--- src/rtl/ps2_pkg.sv ---
`timescale 1ns/1ps
// Shared definitions for the PS/2 keyboard receiver: scancodes, held-key
// index order, frame FSM state encoding, decoded event payload and the
// scancode-to-key lookup.
package ps2_pkg;

    localparam logic [7:0] SC_EXT     = 8'hE0;
    localparam logic [7:0] SC_BREAK   = 8'hF0;
    localparam logic [7:0] SC_LEFT    = 8'h6B;
    localparam logic [7:0] SC_RIGHT   = 8'h74;
    localparam logic [7:0] SC_JUMP    = 8'h12;
    localparam logic [7:0] SC_SHOOT   = 8'h1A;
    localparam logic [7:0] SC_RESTART = 8'h2D;

    localparam int unsigned NUM_KEYS    = 5;
    localparam int unsigned KEY_LEFT    = 0;
    localparam int unsigned KEY_RIGHT   = 1;
    localparam int unsigned KEY_JUMP    = 2;
    localparam int unsigned KEY_SHOOT   = 3;
    localparam int unsigned KEY_RESTART = 4;

    typedef enum logic [1:0] {
        IDLE   = 2'd0,
        DATA   = 2'd1,
        PARITY = 2'd2,
        STOP   = 2'd3
    } ps2_state_t;

    typedef struct packed {
        logic       ext;
        logic       brk;
        logic [7:0] code;
    } ps2_event_t;

    // One-hot mask of the held-key bit addressed by an event (zero if none).
    function automatic logic [NUM_KEYS-1:0] key_mask(input logic ext, input logic [7:0] code);
        logic [NUM_KEYS-1:0] m;
        m = '0;
        if (ext) begin
            if (code == SC_LEFT)  m[KEY_LEFT]  = 1'b1;
            if (code == SC_RIGHT) m[KEY_RIGHT] = 1'b1;
        end else begin
            if (code == SC_JUMP)    m[KEY_JUMP]    = 1'b1;
            if (code == SC_SHOOT)   m[KEY_SHOOT]   = 1'b1;
            if (code == SC_RESTART) m[KEY_RESTART] = 1'b1;
        end
        return m;
    endfunction

endpackage

--- src/rtl/ps2_sync_filter.sv ---
`timescale 1ns/1ps
// PS/2 line conditioning: two-flop synchronisers on clock and data, a
// level filter on the clock, and falling-edge detection of the filtered
// clock producing a one-cycle bit strobe.
// Ports: clk, clrn (async active-low), ps2_clk, ps2_data (raw lines),
//        strobe (bit strobe), data (synchronised data aligned to strobe).
module ps2_sync_filter #(
    parameter int unsigned FILTER_LEN = 8
) (
    input  logic clk,
    input  logic clrn,
    input  logic ps2_clk,
    input  logic ps2_data,
    output logic strobe,
    output logic data
);

    localparam int unsigned CNT_W = (FILTER_LEN > 1) ? $clog2(FILTER_LEN) : 1;

    logic [1:0]       clk_sync;
    logic [1:0]       data_sync;
    logic             filt;
    logic [CNT_W-1:0] cnt;
    logic             flip_c;

    // Filtered level toggles on the FILTER_LEN-th consecutive differing sample.
    assign flip_c = (clk_sync[1] != filt) && (cnt == CNT_W'(FILTER_LEN - 1));

    always_ff @(posedge clk or negedge clrn) begin
        if (!clrn) begin
            clk_sync  <= 2'b11;
            data_sync <= 2'b11;
            filt      <= 1'b1;
            cnt       <= '0;
            strobe    <= 1'b0;
            data      <= 1'b1;
        end else begin
            clk_sync  <= {clk_sync[0], ps2_clk};
            data_sync <= {data_sync[0], ps2_data};
            strobe    <= flip_c & filt;
            data      <= data_sync[1];
            if (clk_sync[1] == filt) begin
                cnt <= '0;
            end else if (flip_c) begin
                filt <= ~filt;
                cnt  <= '0;
            end else begin
                cnt <= cnt + CNT_W'(1);
            end
        end
    end

endmodule

--- src/rtl/ps2_keyboard.sv ---
`timescale 1ns/1ps
// PS/2 keyboard receiver: frames bytes from the keyboard, folds E0/F0
// prefixes into decoded key events and tracks five held-key levels.
// Ports: clk, clrn (async active-low), ps2_clk, ps2_data (keyboard lines),
//        code_valid/code/code_ext/code_break (decoded event), frame_err
//        (error pulse), keys (held-key levels).
module ps2_keyboard
    import ps2_pkg::*;
#(
    parameter int unsigned CLK_HZ     = 100_000_000,
    parameter int unsigned TIMEOUT_US = 100,
    parameter int unsigned FILTER_LEN = 8
) (
    input  logic                clk,
    input  logic                clrn,
    input  logic                ps2_clk,
    input  logic                ps2_data,
    output logic                code_valid,
    output logic [7:0]          code,
    output logic                code_ext,
    output logic                code_break,
    output logic                frame_err,
    output logic [NUM_KEYS-1:0] keys
);

    localparam int unsigned TO_CYC = CLK_HZ / 1_000_000 * TIMEOUT_US;
    localparam int unsigned TO_W   = (TO_CYC > 0) ? $clog2(TO_CYC + 1) : 1;

    logic bit_strobe;
    logic bit_data;

    ps2_sync_filter #(
        .FILTER_LEN (FILTER_LEN)
    ) u_sync_filter (
        .clk      (clk),
        .clrn     (clrn),
        .ps2_clk  (ps2_clk),
        .ps2_data (ps2_data),
        .strobe   (bit_strobe),
        .data     (bit_data)
    );

    ps2_state_t          state, state_n;
    logic [2:0]          bit_cnt, bit_cnt_n;
    logic [7:0]          shift, shift_n;
    logic                par_ok, par_ok_n;
    logic [TO_W-1:0]     to_cnt, to_cnt_n;
    logic                ext_pend, ext_pend_n;
    logic                brk_pend, brk_pend_n;
    ps2_event_t          evt, evt_n;
    logic                valid_n;
    logic                err_n;
    logic [NUM_KEYS-1:0] keys_n;
    logic [NUM_KEYS-1:0] mask_c;

    assign mask_c = key_mask(ext_pend, shift);

    // State and output registers.
    always_ff @(posedge clk or negedge clrn) begin
        if (!clrn) begin
            state      <= IDLE;
            bit_cnt    <= '0;
            shift      <= '0;
            par_ok     <= 1'b0;
            to_cnt     <= '0;
            ext_pend   <= 1'b0;
            brk_pend   <= 1'b0;
            evt        <= '0;
            code_valid <= 1'b0;
            frame_err  <= 1'b0;
            keys       <= '0;
        end else begin
            state      <= state_n;
            bit_cnt    <= bit_cnt_n;
            shift      <= shift_n;
            par_ok     <= par_ok_n;
            to_cnt     <= to_cnt_n;
            ext_pend   <= ext_pend_n;
            brk_pend   <= brk_pend_n;
            evt        <= evt_n;
            code_valid <= valid_n;
            frame_err  <= err_n;
            keys       <= keys_n;
        end
    end

    assign code       = evt.code;
    assign code_ext   = evt.ext;
    assign code_break = evt.brk;

    // Frame FSM, timeout, prefix folding and held-key update.
    always_comb begin
        state_n    = state;
        bit_cnt_n  = bit_cnt;
        shift_n    = shift;
        par_ok_n   = par_ok;
        to_cnt_n   = to_cnt;
        ext_pend_n = ext_pend;
        brk_pend_n = brk_pend;
        evt_n      = evt;
        valid_n    = 1'b0;
        err_n      = 1'b0;
        keys_n     = keys;

        if (bit_strobe) begin
            to_cnt_n = '0;
            case (state)
                IDLE: begin
                    if (!bit_data) begin
                        state_n   = DATA;
                        bit_cnt_n = '0;
                    end else begin
                        err_n = 1'b1;
                    end
                end
                DATA: begin
                    shift_n = {bit_data, shift[7:1]};
                    if (bit_cnt == 3'd7) begin
                        state_n = PARITY;
                    end else begin
                        bit_cnt_n = bit_cnt + 3'd1;
                    end
                end
                PARITY: begin
                    par_ok_n = ^{bit_data, shift};
                    state_n  = STOP;
                end
                STOP: begin
                    state_n = IDLE;
                    if (bit_data && par_ok) begin
                        if (shift == SC_EXT) begin
                            ext_pend_n = 1'b1;
                        end else if (shift == SC_BREAK) begin
                            brk_pend_n = 1'b1;
                        end else begin
                            valid_n    = 1'b1;
                            evt_n.code = shift;
                            evt_n.ext  = ext_pend;
                            evt_n.brk  = brk_pend;
                            ext_pend_n = 1'b0;
                            brk_pend_n = 1'b0;
                            keys_n     = brk_pend ? (keys & ~mask_c) : (keys | mask_c);
                        end
                    end else begin
                        err_n = 1'b1;
                    end
                end
                default: state_n = IDLE;
            endcase
        end else if (state != IDLE) begin
            // Keyboard stopped clocking mid-frame: drop the partial byte.
            if (to_cnt == TO_W'(TO_CYC)) begin
                state_n  = IDLE;
                err_n    = 1'b1;
                to_cnt_n = '0;
            end else begin
                to_cnt_n = to_cnt + TO_W'(1);
            end
        end else begin
            to_cnt_n = '0;
        end
    end

endmodule
--- config.mk ---
export PLATFORM = sky130hd
export DESIGN_NAME = ps2_keyboard
export DESIGN_NICKNAME = d
export VERILOG_FILES = /design/src/rtl/ps2_pkg.sv /design/src/rtl/ps2_sync_filter.sv /design/src/rtl/ps2_keyboard.sv
export SDC_FILE = /design/constraint.sdc
export NUM_CORES = 1
export LEC_CHECK = 0
export ABC_AREA = 1
export BUFFER_PORTS_ARGS = -buffer_cell sky130_fd_sc_hd__buf_4
export CAP_MARGIN = 40
export CORE_MARGIN = 8
export CORE_UTILIZATION = 54
export CTS_BUF_LIST = sky130_fd_sc_hd__clkbuf_4 sky130_fd_sc_hd__clkbuf_8 sky130_fd_sc_hd__clkbuf_16
export DETAILED_ROUTE_END_ITERATION = 16
export PLACE_DENSITY = 0.75
export SYNTH_ARGS = -nofsm -noshare
export SYNTH_HDL_FRONTEND = slang
export SYNTH_SLANG_ARGS = --single-unit
--- constraint.sdc ---
create_clock -name clk -period 1.7 [get_ports clk]
set_clock_uncertainty 0.15 [all_clocks]
set_input_delay 0.51 -clock clk [delete_from_list [all_inputs] [get_ports clk]]
set_output_delay 0.51 -clock clk [all_outputs]
set_load 0.05 [all_outputs]
# After elaboration in Yosys (flattened, before gate mapping)

Index checks and enable logic that the tools add are counted.

Register bits: 57
Input bits: 4
Word-level logic and storage cells: 102

Eq/ne operators: 20
Bitwise logic cells: 8
$add $sub $neg: 3
Reduce and logical (&&, ||, !) cells: 16
Muxes and demuxes: 36

Operator list:

| kind                    | count |
|---|---|
| $mux W14                | 3 |
| $mux W1                 | 18 |
| $eq A8 B5 Y1 const B    | 2 |
| $eq A8 B7 Y1 const B    | 2 |
| $eq A8 B8 Y1 const B    | 2 |
| $reduce_and A4 Y1       | 4 |
| $mux W3                 | 5 |
| $add A14 B1 Y14 const B | 1 |
| $eq A14 B14 Y1 const B  | 1 |
| $mux W2                 | 6 |
| $reduce_xor A9 Y1       | 1 |
| $eq A8 B6 Y1 const B    | 1 |
| $pmux W2 S4             | 1 |
| $reduce_bool A2 Y1      | 4 |
| $add A3 B1 Y3 const B   | 2 |
| $eq A3 B3 Y1 const B    | 2 |
| $ne A2 B2 Y1 const B    | 3 |
| $ne A3 B3 Y1 const B    | 2 |
| $pmux W3 S2             | 1 |
| $reduce_and A2 Y1       | 3 |
| $and A5 B5 Y5           | 1 |
| $mux W5                 | 1 |
| $not A5 Y5              | 1 |
| $or A5 B5 Y5            | 1 |
| 10 further kinds        | 15 |

# Logic depth before layout (Yosys ltp)

Depth after elaboration: 6
Depth in mapped cells: 9
Depth with buffers taken out: 9

# Cells and area by module

From an unflattened synthesis, not the netlist that was laid out.

Cells, all modules: 341
Area, all modules: 2,925.3 sq um

Modules (own cells, without submodules):

| module          | area an instance (sq um) | sequential area each (sq um) | times used | cells an instance |
|---|---|---|---|---|
| ps2_keyboard    | 2,576.2                  | 1,176.1                      | 1          | 314 |
| ps2_sync_filter | 349.1                    | 257.7                        | 1          | 27 |

# Worst setup path after synthesis

Ideal clock, no wire load.

Kind: register -> register
Start point: register shift[2]
End point: register par_ok
Cell stages (with the launch flop): 10
Library setup time: 0.117 ns
Path slack: 0.103 ns
Clock period less this slack: 1.597 ns
Arrival time: 1.330 ns
Cells stage by stage: dfrtp_1 > inv_1 > ha_1 > or2_2 > nand2_1 > nand2_1 > nand2_1 > nand2_1 > nand3_1 > nand2_1

Word-level cells in the longest chain between the ends: 1

Ends and longest elaborated chain:

| element                | line                | source |
|---|---|---|
| from (decl)            | ps2_keyboard.sv:45  | `logic [7:0] shift, shift_n;` |
| from (signal assigned) | ps2_keyboard.sv:75  | `shift <= shift_n;` |
| $reduce_xor A9 Y1      | ps2_keyboard.sv:125 | `par_ok_n = ^{bit_data, shift};` |
| to (signal assigned)   | ps2_keyboard.sv:76  | `par_ok <= par_ok_n;` |
| to (decl)              | ps2_keyboard.sv:46  | `logic par_ok, par_ok_n;` |

Every way passes these cells.
A chain may end at the register's enable or synchronous reset.

# Final worst setup path

Start point: register shift[4]
End point: register evt, in the netlist code[7]

Word-level cells in the longest chain between the ends: 3
Elaborated cells on any way between the ends: 5
Classes of those cells: eq/ne: 2; bitwise: 2; reduce/logical: 1

Ends and longest elaborated chain:

| element                         | line                                     | source |
|---|---|---|
| $eq A8 B8 Y1 (on tied branches) | ps2_keyboard.sv:133, ps2_keyboard.sv:131 |  |
| $not A1 Y1 (no line)            | --                                       |  |
| $reduce_and A5 Y1 (no line) (*) | --                                       |  |
| to (signal assigned)            | ps2_keyboard.sv:80                       | `evt <= evt_n;` |
| to (decl)                       | ps2_keyboard.sv:50                       | `ps2_event_t evt, evt_n;` |

Mark *: on every way between the ends. The rest lies on a longest branch, timed or not.

==> results.md <==
* Commonest cells post-synth: 85 x nand2_1, 51 x dfrtp_1, 42 x inv_1
* R2r endpoint: code[7]
* Overall power at 2.90 mW
* Final setup violation count at 0
* Worst Setup SP: shift[4]
* Placement Cell Area at 3210 µm²
* DR top layer: met4
* Max FO, Critical Path at 8
* Port Buffers at 20
* Final hold violation count at 0
* Synth Area in Simple Gates at 25.1%
* Worst Setup EP: code[7]
* Dpl cells at 431
* Die Wd at 89.1 µm
* Slowest-stage cell, CP: dfrtp_1
* Die ar. at 7950 µm²
* # clock sinks at 57
* Cell Rows at 26
* Post-Synth Adder-Cell Area at 10.4%
* Synth Area in XOR/XNOR at 2.43%
* Worst path cell trace: inv_2 > ha_2 > nand4_1 > nand3_4 > clkbuf_16 > o21ai_1
* DR WL/cell at 12.4 µm
* Share of cells above drive strength 1 at 22.0%
* Final Cycle Share at 97.5%
* PD cells at 818 nW/µm²
* Max Slew Vio Count at 0
* Relative slew slack at 75.7%
* Final net count at 405
* Worst EP arrival at 1.73 ns
* RSZ-0062 raised after global routing: true
* Area delta synth->final at 22.5%
* Compound-cell area share of the yosys netlist at 6.06%
* Total CTS buffers at 9
* Worst Hold Class: primary input to flop
* Initial Utilization at 56.2%
* Final Instance Area at 3540 µm²
* Max incr delay on CP at 0.42 ns
* Worst skew pair latency at 0.34 ns
* Worst reg2reg startpoint: shift[4]
* Worst Max-Slew Pin Slew at 0.364 ns
* Die Ht at 89.1 µm
* Met1 WL at 2.27 mm
* Dpl hpwl at 4.05 mm
* Cell taking the most area after synthesis: dfrtp_1
* Syn_area_per_cell at 8.68 µm²
* DRT antenna net count at 0
* Mapped Area at 2890 µm²
* Core area at 5140 µm²
* Vias in the first global route at 2232
* WL met2 at 2.78 mm
* Htree depth at 3
* Setup Crit Path Kind: flop to flop
* Clk slew on worst S/H paths at 0.06 ns
* # IOs at 21
* Maximum clock insertion buffer count at 2
* Fmax at 0.603 GHz
* Residual DRC at 0
* Root Driver: clkbuf_8
* Sequential-to-total area share from yosys stat at 49.6%
* First-pass iteration count of the detailed router at 4
* EDFF count, synth at 0
* Max-cap violations at 0
* Reg2reg path depth at 6
* Routed wl met3 at 333 µm
* Finished Layout Cells at 452
* Distinct cells, synth at 28
* Ys Warns at 0
* Req. time, crit path at 1.77 ns
* Crit start category: flop
* Largest family of logic cells by synthesized area: simple AND/OR/NAND/NOR gates
* Final wirelength at 5.60 mm
* Most frequent cell after synthesis: nand2_1
* Final Core Density at 68.9%
* Filler Cell Count at 423
* Synth async-reset ratio at 100%
* CP top delay family: simple AND/OR/NAND/NOR gates
* Initial antenna violation count at 0
* Hold slack at 0.124 ns
* Worst path depth at 6
* WP buf/inv at 2
* Largest net degree at the start of global routing at 29
* Diode count at 0
* Vias per cell at 4.96
* Mux cell area share after synthesis at 0%
* Synthesized net count at 361
* Cells after Synth at 333
* DR iter-0 viols at 95
* Peak supply drop at 673 µV
* Setup crit end kind: flop
* Total congestion overflow at 0
* Seq cells post-synth at 57
* Gr usage total at 15.7%
* Largest cells by area after synthesis: dfrtp_1 44%, nand2_1 11%, ha_1 10%
* Gpl congestion at 0.838
* CTS tree: built
* Status: complete, no violations
* Global-route wire length before repair at 9.49 mm
* Leak pwr at 1.70 nW
* Fin crit period at 1.66 ns
* Synth Flop Type: dfrtp_1
* R2r setup slk at 0.04 ns
* Vias at 2243
* Top-area cell type share of the netlist area at 44.2%
-- placed cells by master (no fill, tap or decap), types with 2 or more instances in the layout --
cell type / n
inv_1: 36
a21oi_1: 5
inv_2: 7
clkbuf_4: 2
o21bai_1: 2
nand2_1: 84
xor2_1: 5
nand3_1: 18
buf_12: 2
nor2_2: 4
nor3_1: 2
xnor2_1: 2
nand2_2: 2
nand4_1: 8
ha_1: 21
dfstp_2: 6
dfrtp_1: 50
ha_2: 2
buf_4: 32
o21ai_1: 14
clkbuf_8: 12
nor2_4: 3
nor2_1: 36
o21ai_0: 12
-- worst reg2reg max path, cell delays in order (launching register included) --
cell       delay (ns)
dfrtp_1          0.42
inv_2            0.09
ha_2             0.19
nand4_1          0.22
nand3_4          0.23
clkbuf_16        0.17
o21ai_1          0.06
-- flip-flops by register name, summed over array words and instances, names as in the netlist, 2 cells and up, named ones only --
signal	flops
to_cnt	14
bit_cnt	3
shift	8
u_sync_filter.clk_sync	2
u_sync_filter.data_sync	2
state	2
u_sync_filter.cnt	3
code	8
-- routing by layer --
layer | GRT usage, % | up-vias
li1 | - | 1135
met1 | 16.8 | 1027
met2 | 26.9 | 61
met3 | 3.68 | 20
met4 | 11.0 | 0
met5 | 0 | -
-- kinds of logic after synthesis --
logic type               Yosys count
AO/OA/AOI/OAI                     34
XOR/XNOR                           8
adder cells (fa/ha/maj)           24
buffers and inverters             47
flip-flops                        57
AND/OR/NAND/NOR                  163
-- worst min-delay path by stage --
stage	start	to	slack (ns)	cells past startpoint
2_1_floorplan	clrn	async pin	0.06	0
3_3_place_gp	u_sync_filter.data_sync[0]	u_sync_filter.data_sync[1]	0.20	0
3_5_place_dp	u_sync_filter.clk_sync[0]	u_sync_filter.clk_sync[1]	0.20	0
4_1_cts	ps2_clk	u_sync_filter.clk_sync[0]	0.11	1
5_1_grt	ps2_data	u_sync_filter.data_sync[0]	0.11	1
6_report	ps2_clk	u_sync_filter.clk_sync[0]	0.12	1
-- where the power goes --
group          leakage, nW  total [mW]  switching, mW  internal [mW]
combinational        0.814       0.120         0.0728         0.0474
sequential           0.772        1.43         0.0207           1.41
clock                0.114        1.34          0.516          0.827
total                 1.70        2.90          0.610           2.29
-- layout make-up --
| type | count | area [µm²] | area share [%] |
|---|---|---|---|
| repair buffers | 36 | 315 | 8.91 |
| multi-input cells | 229 | 1320 | 37.3 |
| inverters | 44 | 168 | 4.74 |
| well taps | 70 | 87.6 | 2.47 |
| flip-flops and latches | 57 | 1440 | 40.5 |
| clock inverters | 2 | 35.0 | 0.990 |
| clock buffers | 14 | 180 | 5.09 |
-- through the flow --
stage / setup WS [ns] / setup TNS [ns]
3_3_place_gp: 0.110 / 0
3_5_place_dp: 0.0397 / 0
6_report: 0.0425 / 0
5_1_grt: -0.0240 / -0.0781
2_1_floorplan: 0.103 / 0
4_1_cts: 0.0307 / 0
-- timing repair --
item / CTS / global route
endpoints found under the hold margin: 20 / 0
hold buffers: 1 / 0
gates resized for setup: 0 / 20
setup buffers: 0 / 3
endpoints found under the setup margin: 0 / 28
Note: power is estimated with default switching activity, not from simulation.
